### src/rtl/cga_pkg.sv
// Shared state encoding and default sizing for the CGA video RAM scheduler.
package cga_pkg;

  localparam int unsigned CGA_ADDR_WIDTH   = 14;
  localparam int unsigned CGA_BLINK_FRAMES = 16;
  localparam int unsigned CGA_DATA_WIDTH   = 8;
  localparam int unsigned CGA_BLINK_CNT_W  = 8;

  typedef enum logic [1:0] {
    ST_IDLE      = 2'd0,
    ST_FETCH_C   = 2'd1,
    ST_FETCH_A   = 2'd2,
    ST_CPU_ISSUE = 2'd3
  } sched_state_e;

endpackage

### src/rtl/cga_blink_gen.sv
// Frame-based cursor blink: counts vsync rising edges and toggles blink
// every BLINK_FRAMES frames.
module cga_blink_gen
  import cga_pkg::*;
#(
  parameter int unsigned BLINK_FRAMES = CGA_BLINK_FRAMES
) (
  input  logic clk,
  input  logic reset_n,
  input  logic vsync,
  output logic blink
);

  logic [1:0]                 vs_q;
  logic [CGA_BLINK_CNT_W-1:0] frame_q;
  logic                       vs_rise;

  assign vs_rise = vs_q[0] & ~vs_q[1];

  always_ff @(posedge clk or negedge reset_n) begin
    if (!reset_n) begin
      vs_q    <= '0;
      frame_q <= '0;
      blink   <= 1'b0;
    end else begin
      vs_q <= {vs_q[0], vsync};
      if (vs_rise) begin
        if (frame_q == CGA_BLINK_CNT_W'(BLINK_FRAMES - 1)) begin
          frame_q <= '0;
          blink   <= ~blink;
        end else begin
          frame_q <= frame_q + CGA_BLINK_CNT_W'(1);
        end
      end
    end
  end

endmodule

### src/rtl/cga_vram_sched.sv
// Single-port video RAM arbiter: two display fetches per character slot,
// remaining cycles serve one pending CPU access; also hosts the blink generator.
module cga_vram_sched
  import cga_pkg::*;
#(
  parameter int unsigned ADDR_WIDTH   = CGA_ADDR_WIDTH,
  parameter int unsigned BLINK_FRAMES = CGA_BLINK_FRAMES
) (
  input  logic                  clk,
  input  logic                  reset_n,
  input  logic                  char_strobe,
  input  logic                  fetch_en,
  input  logic [ADDR_WIDTH-2:0] disp_addr,
  input  logic                  vsync,
  input  logic                  cpu_req,
  input  logic                  cpu_we,
  input  logic [ADDR_WIDTH-1:0] cpu_addr,
  input  logic [7:0]            cpu_din,
  output logic                  cpu_busy,
  output logic                  cpu_ack,
  output logic [7:0]            cpu_dout,
  output logic [ADDR_WIDTH-1:0] ram_addr,
  output logic                  ram_we,
  output logic [7:0]            ram_din,
  input  logic [7:0]            ram_q,
  output logic [7:0]            char_byte,
  output logic [7:0]            att_byte,
  output logic                  blink
);

  sched_state_e          st_q, st_d;
  logic [ADDR_WIDTH-2:0] disp_q;
  logic                  hold_we_q;
  logic [ADDR_WIDTH-1:0] hold_addr_q;
  logic [7:0]            hold_din_q;
  logic                  ack_rd_q;
  logic [1:0]            cap_q;
  logic [7:0]            char_next_q, att_next_q;

  logic                  in_fetch, strobe_ok, start_fetch, cpu_go;
  logic [ADDR_WIDTH-1:0] ram_addr_d;
  logic                  ram_we_d;
  logic [7:0]            ram_din_d;

  // Next-state and RAM port selection; display fetches always win the port.
  always_comb begin
    in_fetch    = (st_q == ST_FETCH_C) || (st_q == ST_FETCH_A);
    strobe_ok   = char_strobe && !in_fetch;
    start_fetch = strobe_ok && fetch_en;
    cpu_go      = cpu_busy && (st_q != ST_CPU_ISSUE);
    st_d        = ST_IDLE;
    ram_addr_d  = ram_addr;
    ram_we_d    = 1'b0;
    ram_din_d   = ram_din;

    if (st_q == ST_FETCH_C) begin
      st_d = ST_FETCH_A;
    end else if (start_fetch) begin
      st_d = ST_FETCH_C;
    end else if (cpu_go) begin
      st_d = ST_CPU_ISSUE;
    end

    case (st_d)
      ST_FETCH_C:   ram_addr_d = {disp_addr, 1'b0};
      ST_FETCH_A:   ram_addr_d = {disp_q, 1'b1};
      ST_CPU_ISSUE: begin
        ram_addr_d = hold_addr_q;
        ram_we_d   = hold_we_q;
        ram_din_d  = hold_din_q;
      end
      default: ;
    endcase
  end

  always_ff @(posedge clk or negedge reset_n) begin
    if (!reset_n) begin
      st_q        <= ST_IDLE;
      disp_q      <= '0;
      hold_we_q   <= 1'b0;
      hold_addr_q <= '0;
      hold_din_q  <= '0;
      ack_rd_q    <= 1'b0;
      cap_q       <= '0;
      char_next_q <= '0;
      att_next_q  <= '0;
      cpu_busy    <= 1'b0;
      cpu_ack     <= 1'b0;
      ram_addr    <= '0;
      ram_we      <= 1'b0;
      ram_din     <= '0;
      char_byte   <= '0;
      att_byte    <= '0;
    end else begin
      st_q     <= st_d;
      ram_addr <= ram_addr_d;
      ram_we   <= ram_we_d;
      ram_din  <= ram_din_d;
      cpu_ack  <= (st_q == ST_CPU_ISSUE);
      ack_rd_q <= (st_q == ST_CPU_ISSUE) && !hold_we_q;
      // Read data for FETCH_C/FETCH_A appears on ram_q one and two cycles later.
      cap_q    <= {cap_q[0], (st_q == ST_FETCH_C)};

      if (cpu_req && !cpu_busy) begin
        cpu_busy    <= 1'b1;
        hold_we_q   <= cpu_we;
        hold_addr_q <= cpu_addr;
        hold_din_q  <= cpu_din;
      end else if (st_q == ST_CPU_ISSUE) begin
        cpu_busy <= 1'b0;
      end

      if (start_fetch) begin
        disp_q <= disp_addr;
      end

      if (strobe_ok) begin
        char_byte <= char_next_q;
        att_byte  <= att_next_q;
        if (!fetch_en) begin
          char_next_q <= '0;
          att_next_q  <= '0;
        end
      end
      if (cap_q[0]) begin
        char_next_q <= ram_q;
      end
      if (cap_q[1]) begin
        att_next_q <= ram_q;
      end
    end
  end

  // Read data is passed straight from the RAM output register during the ack cycle.
  assign cpu_dout = ack_rd_q ? ram_q : 8'h00;

  cga_blink_gen #(
    .BLINK_FRAMES(BLINK_FRAMES)
  ) u_blink (
    .clk     (clk),
    .reset_n (reset_n),
    .vsync   (vsync),
    .blink   (blink)
  );

endmodule

### config.mk
export PLATFORM = sky130hd
export DESIGN_NAME = cga_vram_sched
export DESIGN_NICKNAME = d
export VERILOG_FILES = /design/src/rtl/cga_pkg.sv /design/src/rtl/cga_blink_gen.sv /design/src/rtl/cga_vram_sched.sv
export SDC_FILE = /design/constraint.sdc
export NUM_CORES = 1
export LEC_CHECK = 0
export BUFFER_PORTS_ARGS = -buffer_cell sky130_fd_sc_hd__buf_2
export CELL_PAD_IN_SITES_DETAIL_PLACEMENT = 0
export CELL_PAD_IN_SITES_GLOBAL_PLACEMENT = 2
export CORE_MARGIN = 2
export CORE_UTILIZATION = 35
export DETAILED_ROUTE_END_ITERATION = 8
export PLACE_DENSITY = 0.79
export SETUP_SLACK_MARGIN = 0.4
export SYNTH_ARGS = -nofsm -noshare
export SYNTH_HDL_FRONTEND = slang
export SYNTH_SLANG_ARGS = --single-unit
### constraint.sdc
create_clock -name clk -period 2.07 [get_ports clk]
set_input_delay 0.207 -clock clk [delete_from_list [all_inputs] [get_ports clk]]
set_output_delay 0.207 -clock clk [all_outputs]
set_load 0.1 [all_outputs]
; Word level (Yosys, flattened, before mapping)
; Index checks and enable logic that the tools add are counted.
[classes]
n_reduce_logical = 16
bitwise_logic = 3
eq_ne = 10
n_mux = 13
addsub = 1
[ops]
columns = cell, count
row1 = $mux 8, 6
row2 = $pmux 14 s3, 1
row3 = $add 8x1->8 const B, 1
row4 = $eq 2x2->1 const B, 4
row5 = $eq 8x4->1 const B, 1
row6 = $mux 2, 3
row7 = $reduce_and 2->1, 3
row8 = $reduce_bool 2->1, 3
row9 = $logic_and 1x1->1, 5
row10 = $eq 2x1->1 const B, 2
row11 = $ne 2x1->1 const B, 2
row12 = $logic_not 1->1, 3
row13 = $mux 1, 3
row14 = $reduce_bool 3->1, 1
row15 = $ne 2x2->1 const B, 1
row16 = $not 1->1, 2
row17 = $and 1x1->1, 1
row18 = $logic_or 1x1->1, 1
[totals]
word_cells = 62
reg_bits = 109

; Depth between registers and ports, before layout
; Gate-level depths: netlist of run 1.
[logic_depth]
ltp_word = 9
ltp_mapped = 7

; Cells and area by module
; From an unflattened synthesis of run 1, not the netlist that was laid out.
[hier_totals]
hier_cells = 358
area_unflattened_um2 = 4564.4
[modules_own_cells]
columns = mod, seq_area_each_um2, cells_per_inst, instances, area_each_um2
row1 = cga_vram_sched, 2452.4, 315, 1, 4073.9
row2 = cga_blink_gen, 275.3, 43, 1, 490.5

; Worst setup path before layout of run 1
; No wires, ideal clock.
[synth_timing]
path_type = reg-to-reg
start = register cpu_busy
end = register ram_din[0]
n_path_buf = 0
path_slack_ns = 0.241
synth_period_minus_slack_ns = 1.829
arrival_time_ns = 1.703
path_stages_with_launch = 4
path_cell_list = dfrtp_1 > and2b_1 > nand3_2 > mux2_2
[synth_between]
elab_chain_len = 5
[synth_lines]
columns = element, line_no
row1 = "start, declared", cga_vram_sched.sv:19  ; output logic cpu_busy,
row2 = "start signal, assigned", cga_vram_sched.sv:87  ; cpu_busy <= 1'b0;
row3 = "start signal, assigned", cga_vram_sched.sv:105  ; cpu_busy <= 1'b1;
row4 = "start signal, assigned", cga_vram_sched.sv:110  ; cpu_busy <= 1'b0;
row5 = $logic_and 1x1->1, cga_vram_sched.sv:50  ; cpu_go = cpu_busy && (st_q != ST_CPU_ISSUE);
row6 = $mux 2, cga_vram_sched.sv:60  ; end else if (cpu_go) begin
row7 = $mux 2, cga_vram_sched.sv:58  ; end else if (start_fetch) begin
row8 = $mux 2, cga_vram_sched.sv:56  ; if (st_q == ST_FETCH_C) begin
row9 = $eq 2x2->1, cga_vram_sched.sv:64  ; case (st_d)
row10 = "end signal, assigned", cga_vram_sched.sv:98  ; ram_din <= ram_din_d;
row11 = "end, declared", cga_vram_sched.sv:24  ; output logic [7:0] ram_din,
; Every way passes these cells.
; A chain may end at the register's enable or synchronous reset.

; Worst setup path in the final report of run 1
[layout_timing]
start = register st_q[0]
end = register ram_addr[4]
[layout_between]
elab_chain_len = 9
word_cells_on_any_way = 16
cone_classes = eq/ne: 6 / mux: 4 / reduce/logical: 6
[layout_lines]
columns = element, line_no
row1 = "start, declared", cga_vram_sched.sv:31  ; sched_state_e st_q, st_d;
row2 = "start signal, assigned", cga_vram_sched.sv:95  ; st_q <= st_d;
row3 = $eq 2x1->1 / $eq 2x2->1 (equally long branches), "cga_vram_sched.sv:47, cga_vram_sched.sv:56"
row4 = $logic_or 1x1->1, cga_vram_sched.sv:47  ; in_fetch = (st_q == ST_FETCH_C) || (st_q == ST_FETCH_A);
row5 = $logic_not 1->1, cga_vram_sched.sv:48  ; strobe_ok = char_strobe && !in_fetch;
row6 = $logic_and 1x1->1, cga_vram_sched.sv:48
row7 = $logic_and 1x1->1, cga_vram_sched.sv:49  ; start_fetch = strobe_ok && fetch_en;
row8 = $mux 2, cga_vram_sched.sv:58
row9 = $mux 2 (*), cga_vram_sched.sv:56
row10 = $eq 2x2->1 / $eq 2x1->1 (equally long branches), cga_vram_sched.sv:64
row11 = $pmux 14 s3 / $reduce_bool 3->1 (equally long branches), --
row12 = "end signal, assigned", cga_vram_sched.sv:96  ; ram_addr <= ram_addr_d;
row13 = "end, declared", cga_vram_sched.sv:22  ; output logic [ADDR_WIDTH-1:0] ram_addr,
; Every way passes the cells marked *; elsewhere a longest branch is shown, timed or not.

==> summary.txt, run 1 <==
Status
  – Status: completed

Critical path
  – Worst R2R Path Depth: 5
  – Worst Path Max Fanout: 9
  – Worst setup path end: ram_addr[4]
  – Number of cells on the critical path: 5
  – Crit. Startpoint: st_q[0]
  – Worst path required time: about 2.3 ns
  – CP Launch Type: flip-flop
  – Worst R2R Start: st_q[0]
  – Slowest-stage cell, CP: dfrtp_1
  – Worst path cell trace: ha_2 -> nand3_4 -> a21oi_4 -> buf_4 -> o22ai_1
  – Setup CP Type: flip-flop to flip-flop
  – Worst Path Buf+Inv: 1
  – Critical path data arrival time: approximately 1.9 ns
  – Reg-to-reg slack, setup: 0.44 ns
  – Reg2reg end: ram_addr[4]
  – Critical path's largest stage delay: 0.41 ns
  – Top delay family on crit path: flip-flops
  – Crit. End Element: flip-flop

Timing
  – Fmax achieved: roughly 610 MHz
  – Slew HR: 0.6145
  – RSZ-0062 raised after global routing: yes
  – Total count of hold-check failures in the final report: 0
  – Period utilization: 0.7871
  – Final min period: roughly 1.6 ns
  – Worst-margin pin slew: between 0.5 and 0.6 ns
  – Slew Limit Fails: 0
  – Setup TNS: 0 ns
  – Final Setup Violations: 0
  – Final Skew: approximately 0.0056 ns

Floorplan
  – Die area: 13470 um^2
  – # IOs: 100
  – Core area: around 12000 um^2
  – Rows: 40
  – Die X: around 120 um
  – Chip height: between 100 and 150 um
  – Starting Density: 0.3629

Global route
  – Pin count of the biggest net entering global routing: 110
  – Remaining global-route overflow: 0
  – Antenna violations before repair: 0
  – First-pass GRT wire length: 15.89 mm
  – GRT Total Usage: 0.1539
  – Vias in the first global route: between 3000 and 4000

Drt
  – Iteration-0 DRC count of the detailed router: between 150 and 200
  – DR vias/cell: 5.015
  – Total Wirelength: 9.839 mm
  – DRC: 0
  – Via count: ~3000
  – Wirelength per Cell: about 16 um
  – Drt pass-1 iters: 4
  – Post-route ant nets: 0

Yosys
  – Seq/Total Area, Yosys: 0.6206
  – Synthesized flop and latch total: 109
  – Top cells by area, synth: dfrtp_1 (62%), mux2_2 (12%), a22o_1 (3.4%)
  – Commonest cells post-synth: dfrtp_1 (109), mux2_2 (47), a22o_1 (17), a22oi_1 (14), and4_1 (14)
  – Main synth FF type: dfrtp_1
  – Number of synthesized flops with an enable pin: 0
  – Post-synth top area share: 0.6206
  – Asr flop ratio synth: 1.000
  – Post-Synthesis Net Count: around 370
  – Synth Instances: 320
  – Top-count cell post-synth: dfrtp_1
  – Cell Area, Synth: approximately 4400 um^2
  – Ys Warns: 0
  – Avg Inst Size Synth: 13.74 um^2
  – Synth cell types: 37
  – Largest area contributor in the netlist: dfrtp_1

Placed design
  – GP Congestion: 0.7447
  – Port buffer count: between 90 and 100
  – Detailed placement HPWL: approximately 6.7 mm

Clocking
  – CTS buffer count: 9
  – Clk sink count: about 110
  – TritonCTS clock tree: built
  – H-tree depth: 3
  – Clock Tree Buf Depth: 2
  – Clk_lat worst skew: 0.34 ns
  – Reg clk slew, reported paths: ~0.07 ns
  – Root Driver: clkbuf_16

Layout
  – Final nets: 479
  – Sequential Area: around 2700 um^2
  – Share of layout cells above drive strength 1: 0.4302
  – P&R area growth vs syn: 23.88%
  – Area of the multi-input gates: approximately 1600 um^2
  – Fillers: between 1000 and 1500
  – N_diodes: 0

Hold path
  – Hold Startpoint: cpu_we
  – Hold/Removal Path Class: input port to flip-flop

Flow run
  – Max cap viols: 0
-- final cells by class --
type | instances | share of cell area
clock buffers | 12 | 0.04527
repair buffers | 112 | 0.1147
inverters | 5 | 0.003906
multi-input cells | 188 | 0.2904
well taps | 168 | 0.03860
flip-flops and latches | 109 | 0.5011
clock inverters | 4 | 0.005974
-- metal layers --
metal  GRT usage  wire length [um]
met4     0.03333                88
met3     0.04969               579
met2      0.2425              4754
met1      0.2098              4416
met5           0                 0
-- cells in the final DEF, fill, tap and decap left out, drive strengths merged, types with 2 or more instances in the layout --
cell type | netlist | final
clkbuf | 6 | 15
nand2b | 3 | 3
nand4 | 2 | 2
and2 | 8 | 8
o21ai | 5 | 5
nand2 | 8 | 8
nor2b | 4 | 4
nand3 | 3 | 4
a22o | 17 | 17
o22ai | 13 | 13
buf | 13 | 107
a31oi | 13 | 13
a21oi | 3 | 3
dlygate4sd3 | 0 | 2
mux2 | 47 | 47
inv | 5 | 6
clkinvlp | 0 | 2
ha | 4 | 4
and4 | 14 | 14
xnor2 | 5 | 5
dfrtp | 109 | 109
nor2 | 4 | 4
a21o | 13 | 13
a22oi | 14 | 14
-- per-stage QoR --
stage                     cells  hold WS, ns  area (um^2)  utilization  worst slack, ns
after floorplan             320     -0.08859         4397            -           0.4805
after global placement      577       0.3201         5079       0.4193           0.4238
after detailed placement    577       0.3193         5079       0.4193           0.3849
after CTS                   595      0.07759         5378       0.4440           0.3710
after global routing        598      0.07425         5445       0.4496           0.3538
final                       598      0.08437         5445       0.4496           0.4408
-- worst reg2reg max path, delay by kind of cell (launching register included) --
| kind | cells | cell delay, ns |
|---|---|---|
| and+or+nand+nor | 1 | 0.15 |
| DFF | 1 | 0.41 |
| buffers and inverters | 1 | 0.20 |
| AOI/OAI and AO/OA | 2 | 0.35 |
| adders and majority gates | 1 | 0.39 |
-- registers in the layout, summed over array words and instances, names as in the netlist, 8 cells and up --
name / flops
ram_din: 8
u_blink.frame_q: 8
disp_q: 13
ram_addr: 14
hold_din_q: 8
att_byte: 8
char_byte: 8
hold_addr_q: 14
att_next_q: 8
char_next_q: 8
-- how the worst min path moves through the flow --
stage | to | slack, ns | cells past startpoint
after floorplan | ack_rd_q | -0.09 | 0
after global placement | u_blink.vs_q[0] | 0.32 | 1
after detailed placement | u_blink.vs_q[0] | 0.32 | 1
after CTS | hold_we_q | 0.08 | 3
after global routing | hold_addr_q[3] | 0.07 | 2
final | hold_we_q | 0.08 | 3
-- logic make-up (layout without fill, tap and decap cells) --
kind of cell	after synthesis	in the layout	synth area share
adders and majority gates	4	4	0.01139
buffers and inverters	24	133	0.02903
xor gates and xnor gates	5	5	0.009963
and+or+nand+nor	52	53	0.07971
AOI/OAI and AO/OA	79	79	0.1289
DFF	109	109	0.6206
muxes	47	47	0.1204
-- what timing repair did --
action,in CTS,in global routing
pin swaps,0,2
setup buffers,0,2
gates resized for setup,0,12
gates cloned,0,1
setup endpoints to repair,16,44
hold endpoints to repair,110,0
hold buffers,2,0
Power of run 1 is not shown: default switching activity piles up to over one toggle a cycle in this logic, so the estimate is an artifact.
==> run 2, diff against run 1 <==
--- a/config.mk
+++ b/config.mk
@@ -5,13 +5,14 @@
 export SDC_FILE = /design/constraint.sdc
 export NUM_CORES = 1
 export LEC_CHECK = 0
+export ABC_AREA = 1
 export BUFFER_PORTS_ARGS = -buffer_cell sky130_fd_sc_hd__buf_2
 export CELL_PAD_IN_SITES_DETAIL_PLACEMENT = 0
 export CELL_PAD_IN_SITES_GLOBAL_PLACEMENT = 2
 export CORE_MARGIN = 2
-export CORE_UTILIZATION = 35
+export CORE_UTILIZATION = 33
 export DETAILED_ROUTE_END_ITERATION = 8
-export PLACE_DENSITY = 0.79
+export PLACE_DENSITY = 0.82
 export SETUP_SLACK_MARGIN = 0.4
 export SYNTH_ARGS = -nofsm -noshare
 export SYNTH_HDL_FRONTEND = slang
==> constraint.sdc (replaced) <==
create_clock -name clk -period 1.55 [get_ports clk]
set_input_delay 0.155 -clock clk [delete_from_list [all_inputs] [get_ports clk]]
set_output_delay 0.155 -clock clk [all_outputs]
set_load 0.1 [all_outputs]
==> run 2 against run 1 <==
  * Register-to-register slack got worse by 0.39 ns
  * Area after synthesis increased by 6.5%
  * Cell count increased by 37%
  * Flip-flop and latch count unchanged
  * Wire length increased by 16%
  * Synthesized cell count increased by 59%
  * Maximum frequency increased by 8.5%
  * Cell area increased by 26%
  * Critical path type unchanged
  * Highest routed layer unchanged
==> summary.txt, run 2 <==
Status
  – Status: completed

Drt
  – DRC: 0 (unchanged)
  – DR vias/cell: 4.494 (-10%)
  – Wirelength per Cell: 13.91 um (-15%)
  – Drt pass-1 iters: 4 (unchanged)
  – Post-route ant nets: 0 (unchanged)
  – Via count: 3694 (+23%)
  – Total Wirelength: 11.44 mm (+16%)
  – Iteration-0 DRC count of the detailed router: 202 (+13%)

Clocking
  – TritonCTS clock tree: built
  – H-tree depth: 3 (unchanged)
  – Root Driver: clkbuf_16
  – Clk sink count: 109 (unchanged)
  – Clock Tree Buf Depth: 2 (unchanged)
  – Reg clk slew, reported paths: 0.07 ns (about the same)
  – Clk_lat worst skew: 0.35 ns (about the same)
  – CTS buffer count: 9 (unchanged)

Critical path
  – Worst path required time: 1.77 ns (-0.52 ns)
  – Worst path cell trace: ha_4 -> nand2_2 -> or2_4 -> nand2_8 -> o22ai_2
  – Slowest-stage cell, CP: dfrtp_2
  – Setup CP Type: flip-flop to flip-flop
  – CP Launch Type: flip-flop
  – Critical path's largest stage delay: 0.44 ns (+0.03 ns)
  – Crit. End Element: flip-flop
  – Critical path data arrival time: 1.73 ns (-0.12 ns)
  – Worst Path Max Fanout: 8 (-1)

Layout
  – Biggest regs: hold_addr_q x14, ram_addr x14, disp_q x13
  – Final nets: 691 (+44%)
  – Final Core Density: 0.4958 (+0.04618)
  – P&R area growth vs syn: 46.98%
  – Commonest cells after routing, fill and taps aside: nand2_1 (114), dfrtp_1 (103), inv_1 (69)
  – Most common cell after layout, fill and taps aside: nand2_1
  – Layout Cells excl Fill: 822 (+37%)
  – Share of layout cells above drive strength 1: 0.3707 (-0.05952)
  – N_diodes: 0 (unchanged)
  – Fillers: 1305 (+12%)

Yosys
  – Post-synth top area share: 0.5826 (-0.03798)
  – Ys Warns: 0 (unchanged)
  – Synth Instances: 510 (+59%)
  – Post-Synthesis Net Count: 564 (+51%)
  – Seq/Total Area, Yosys: 0.5826 (-0.03798)
  – Synthesized flop and latch total: 109 (unchanged)
  – Synth cell types: 27 (-27%)
  – Main synth FF type: dfrtp_1
  – Commonest cells post-synth: nand2_1 (129), dfrtp_1 (109), inv_1 (79), nand3_1 (33), o21ai_0 (32)
  – Number of synthesized flops with an enable pin: 0 (unchanged)
  – Avg Inst Size Synth: 9.180 um^2 (-33%)
  – Cell Area, Synth: 4682 um^2 (+6.5%)
  – Asr flop ratio synth: 1.000 (unchanged)
  – Top cells by area, synth: dfrtp_1 (58%), nand2_1 (10%), inv_1 (6.3%)
  – Top-count cell post-synth: nand2_1
  – Largest area contributor in the netlist: dfrtp_1

Timing
  – RSZ-0062 raised after global routing: yes
  – Period utilization: 0.9690 (+0.1819)
  – Setup TNS: 0 ns (unchanged)
  – Slew HR: 0.6182 (+0.003651)
  – Final Skew: 0.006398 ns (+0.0008218 ns)
  – Fmax achieved: 665.8 MHz (+8.5%)
  – Slew Limit Fails: 0 (unchanged)
  – Final min period: 1.502 ns (-0.1274 ns)
  – Hold WS: 0.02927 ns (-0.05510 ns)
  – Worst-margin pin slew: 0.5728 ns (-0.005477 ns)
  – Final Setup Violations: 0 (unchanged)
  – Total count of hold-check failures in the final report: 0 (unchanged)

Placed design
  – GP Congestion: 0.7464 (+0.23%)
  – Port buffer count: 99 (unchanged)
  – Cell count after placement: 778 (+35%)
  – Detailed placement HPWL: 7.287 mm (+9.4%)

Floorplan
  – Rows: 43 (+7.5%)
  – Chip height: 123.1 um (+6.1%)
  – Die area: 15160 um^2 (+13%)
  – Starting Density: 0.3373 (-0.02561)
  – Core area: 13880 um^2 (+15%)
  – Die X: 123.1 um (+6.1%)
  – # IOs: 100 (unchanged)

Global route
  – Vias in the first global route: 3665 (+21%)
  – First-pass GRT wire length: 18.44 mm (+16%)
  – Antenna violations before repair: 0 (unchanged)
  – Remaining global-route overflow: 0 (unchanged)
  – GRT Total Usage: 0.1582 (+0.004320)
  – Pin count of the biggest net entering global routing: 62 (-44%)

Flow run
  – Max cap viols: 0 (unchanged)

Hold path
  – Hold/Removal Path Class: input port to flip-flop
run 2: worst max-delay path, delay by kind of cell (launching register included):
| kind | cells | cell delay (ns) |
|---|---|---|
| and+or+nand+nor | 3 | 0.54 |
| DFF | 1 | 0.44 |
| adders and majority gates | 1 | 0.30 |
| AOI/OAI and AO/OA | 1 | 0.08 |
run 2: final timing paths:
check,startpoint,end,slack [ns],depth (start not counted)
worst max-delay path,st_q[0],att_next_q[2],0.05,5
worst min-delay path,cpu_addr[3],hold_addr_q[3],0.03,2
worst max register to register,st_q[0],att_next_q[2],0.05,5
worst min register to register,u_blink.vs_q[0],u_blink.vs_q[1],0.37,0
max in group asynchronous,reset_n,ram_addr[3],0.61,3
min in group asynchronous,reset_n,hold_din_q[7],0.15,2
run 2: per-stage QoR:
stage	setup slack (ns)	area, um^2
6_report	0.04811	6882
3_3_place_gp	0.1001	5597
4_1_cts	0.08305	6570
5_1_grt	-0.005635	6882
2_1_floorplan	0.1337	4828
3_5_place_dp	0.02571	5597
run 2: cells by family after synthesis:
group | Yosys count | share of synthesized area
buffers and inverters | 105 | 0.09567
xor gates and xnor gates | 1 | 0.001871
AOI/OAI and AO/OA | 80 | 0.09006
adders and majority gates | 4 | 0.01069
muxes | 14 | 0.03367
and+or+nand+nor | 197 | 0.1855
DFF | 109 | 0.5826
run 2: timing repair:
item / in CTS / in global routing
setup endpoints to repair: 149 / 124
buffers inserted: 13 / 9
hold buffers: 2 / 0
pin swaps: 7 / 11
resized for setup: 130 / 59
hold endpoints to repair: 110 / 0
cloned: 1 / 3
run 2: cell type report:
cell class	instances	area (um^2)	area share
Clock buffer	12	256.5	0.03727
Clock inverter	4	70.07	0.01018
Inverter	85	364.1	0.05291
Multi-Input combinational cell	298	1838	0.2671
Sequential cell	109	2738	0.3978
Tap cell	180	225.2	0.03273
Timing Repair Buffer	134	1390	0.2020
run 2: metal layers:
layer  wire, um  vias to the layer above  share of wire  track usage
met5          0                        -              0            0
met4        201                        0          0.018      0.06392
met3        357                       12          0.031      0.02491
met2       5686                       60           0.50       0.2583
met1       5192                     1750           0.45       0.2111
li1           -                     1872              -            -
Power of run 2 is left out for the same reason.
==> run 3, diff against run 2 <==
--- a/config.mk
+++ b/config.mk
@@ -10,10 +10,11 @@
 export CELL_PAD_IN_SITES_DETAIL_PLACEMENT = 0
 export CELL_PAD_IN_SITES_GLOBAL_PLACEMENT = 2
 export CORE_MARGIN = 2
-export CORE_UTILIZATION = 33
+export CORE_UTILIZATION = 29
 export DETAILED_ROUTE_END_ITERATION = 8
-export PLACE_DENSITY = 0.82
+export PLACE_DENSITY = 0.73
 export SETUP_SLACK_MARGIN = 0.4
 export SYNTH_ARGS = -nofsm -noshare
 export SYNTH_HDL_FRONTEND = slang
 export SYNTH_SLANG_ARGS = --single-unit
+export TNS_END_PERCENT = 50
==> run 3 against run 2 <==
  * Cell area fell by 7.8%
  * Flip-flop and latch count did not move
  * Clock-buffer cell count fell by 2
  * Cell count rose by 3.5%
  * Register-to-register slack improved by 0.03 ns
  * Non-clock buffer count fell by 8
  * First-iteration DRC count fell by 41%
  * Clock skew rose by 0.0028 ns
  * Critical path depth did not move
==> summary.txt, run 3 (synthesis results as in run 2) <==
Timing
  – Final min period: 1.473 ns (-0.02921 ns)
  – Slew Limit Fails: 0 (unchanged)
  – Final Setup Violations: 0 (unchanged)
  – Worst-margin pin slew: 0.5203 ns (-0.05251 ns)
  – Slew HR: 0.6556 (+0.03739)
  – Fmax achieved: 679.0 MHz (+2.0%)
  – Total count of hold-check failures in the final report: 0 (unchanged)
  – Hold WS: 0.03353 ns (+0.004257 ns)
  – Period utilization: 0.9501 (-0.01885)
  – Setup TNS: 0 ns (unchanged)
  – Final Skew: 0.009202 ns (+0.002804 ns)
  – RSZ-0062 raised after global routing: yes

Critical path
  – Worst path cell trace: ha_4 -> nand2_1 -> or2_1 -> nand2_4 -> o22ai_1
  – Crit. End Element: flip-flop
  – Worst Path Max Fanout: 8 (unchanged)
  – Worst path required time: 1.77 ns (about the same)
  – Worst Path Buf+Inv: 0 (unchanged)
  – Slowest-stage cell, CP: dfrtp_2
  – Top delay family on crit path: simple AND/OR/NAND/NOR gates
  – Setup CP Type: flip-flop to flip-flop
  – CP Launch Type: flip-flop
  – Critical path data arrival time: 1.69 ns (-0.04 ns)
  – Critical path's largest stage delay: 0.44 ns (about the same)

Clocking
  – H-tree depth: 3 (unchanged)
  – CTS buffer count: 9 (unchanged)
  – Clk sink count: 109 (unchanged)
  – TritonCTS clock tree: built
  – Root Driver: clkbuf_16
  – Clk_lat worst skew: 0.35 ns (about the same)
  – Clock Tree Buf Depth: 2 (unchanged)
  – Reg clk slew, reported paths: 0.07 ns (about the same)

Layout
  – Fin area: 6346 um^2 (-7.8%)
  – Sequential Area: 2735 um^2 (about the same)
  – Commonest cells after routing, fill and taps aside: nand2_1 (118), dfrtp_1 (105), buf_2 (84)
  – Share of layout cells above drive strength 1: 0.3197 (-0.05103)
  – N_diodes: 0 (unchanged)
  – Most common cell after layout, fill and taps aside: nand2_1
  – Biggest regs: hold_addr_q x14, ram_addr x14, disp_q x13
  – Final Core Density: 0.4009 (-0.09481)
  – Area of the multi-input gates: 1680 um^2 (-8.6%)
  – Fillers: 1600 (+23%)
  – Final nets: 684 (-1.0%)
  – P&R area growth vs syn: 35.54%

Floorplan
  – Die X: 131.1 um (+6.5%)
  – Die area: 17180 um^2 (+13%)
  – Starting Density: 0.2958 (-0.04149)
  – # IOs: 100 (unchanged)
  – Core area: 15830 um^2 (+14%)
  – Rows: 46 (+7.0%)
  – Chip height: 131.1 um (+6.5%)

Hold path
  – Hold/Removal Path Class: input port to flip-flop

Global route
  – Vias in the first global route: 3749 (+2.3%)
  – GRT Total Usage: 0.1449 (-0.01333)
  – Remaining global-route overflow: 0 (unchanged)
  – GRT Max-Usage Layer: met2
  – Met1 Use GR: 0.1775 (-0.03360)
  – Pin count of the biggest net entering global routing: 40 (-35%)
  – Grt met3 use: 0.02354 (-0.001369)
  – First-pass GRT wire length: 18.95 mm (+2.7%)
  – Antenna violations before repair: 1 (+1)
  – Grt met2 use: 0.2548 (-0.003487)

Placed design
  – Port buffer count: 99 (unchanged)
  – Area after DPL: 5643 um^2 (+0.83%)
  – Detailed placement HPWL: 7.921 mm (+8.7%)
  – GP Congestion: 0.7490 (+0.35%)

Drt
  – DR vias/cell: 4.342 (-3.4%)
  – Post-route ant nets: 0 (unchanged)
  – Iteration-0 DRC count of the detailed router: 120 (-41%)
  – Via count: 3695 (+0.027%)
  – Total Wirelength: 11.57 mm (+1.2%)
  – Wirelength per Cell: 13.60 um (-2.3%)
  – DRC: 0 (unchanged)
  – Drt pass-1 iters: 4 (unchanged)

Flow run
  – Max cap viols: 0 (unchanged)

Status
  – Status: completed
## run 3: cell types whose count changed in the layout (fill, tap and decap cells not counted), sizes merged
cell and delta:
clkbuf -4, nand2 +1, buf -6, bufinv -2, clkinv +2, clkinvlp -7, inv +9
## run 3: final cells by class
class | instances | area share
sequential | 109 | 0.4310
multi-input combinational | 299 | 0.2648
timing repair buffer | 126 | 0.1646
inverter | 85 | 0.05185
tap | 216 | 0.04259
clock buffer | 10 | 0.03766
clock inverter | 6 | 0.007492
## run 3: worst paths after layout
kind	start	to	slack, ns	depth (start not counted)
min in group asynchronous	reset_n	hold_din_q[7]	0.26	2
setup reg to reg	st_q[0]	char_next_q[1]	0.08	5
hold reg to reg	u_blink.vs_q[0]	u_blink.vs_q[1]	0.38	0
hold / removal	cpu_addr[10]	hold_addr_q[10]	0.03	2
max in group asynchronous	reset_n	u_blink.frame_q[0]	0.74	3
setup / recovery	st_q[0]	char_next_q[1]	0.08	5
## run 3: repair_timing
item	CTS	global route
setup endpoints to repair	150	144
hold buffers	2	0
gates resized for setup	49	22
endpoints found under the hold margin	24	0
pin swaps	7	6
cloned	4	0
buffers inserted	11	0
## run 3: metal layers
metal,wire length (um),part of all wire
met4,203,0.018
met5,7,0.00060
met1,5151,0.45
met3,363,0.031
met2,5846,0.51
## run 3: metrics by stage
step,std cells,setup slack [ns]
floorplan,510,0.1337
global placement,818,0.1356
detailed placement,818,0.08323
CTS,851,0.09674
global route,851,0.01317
finish,851,0.07732
Power of run 3 is left out for the same reason.
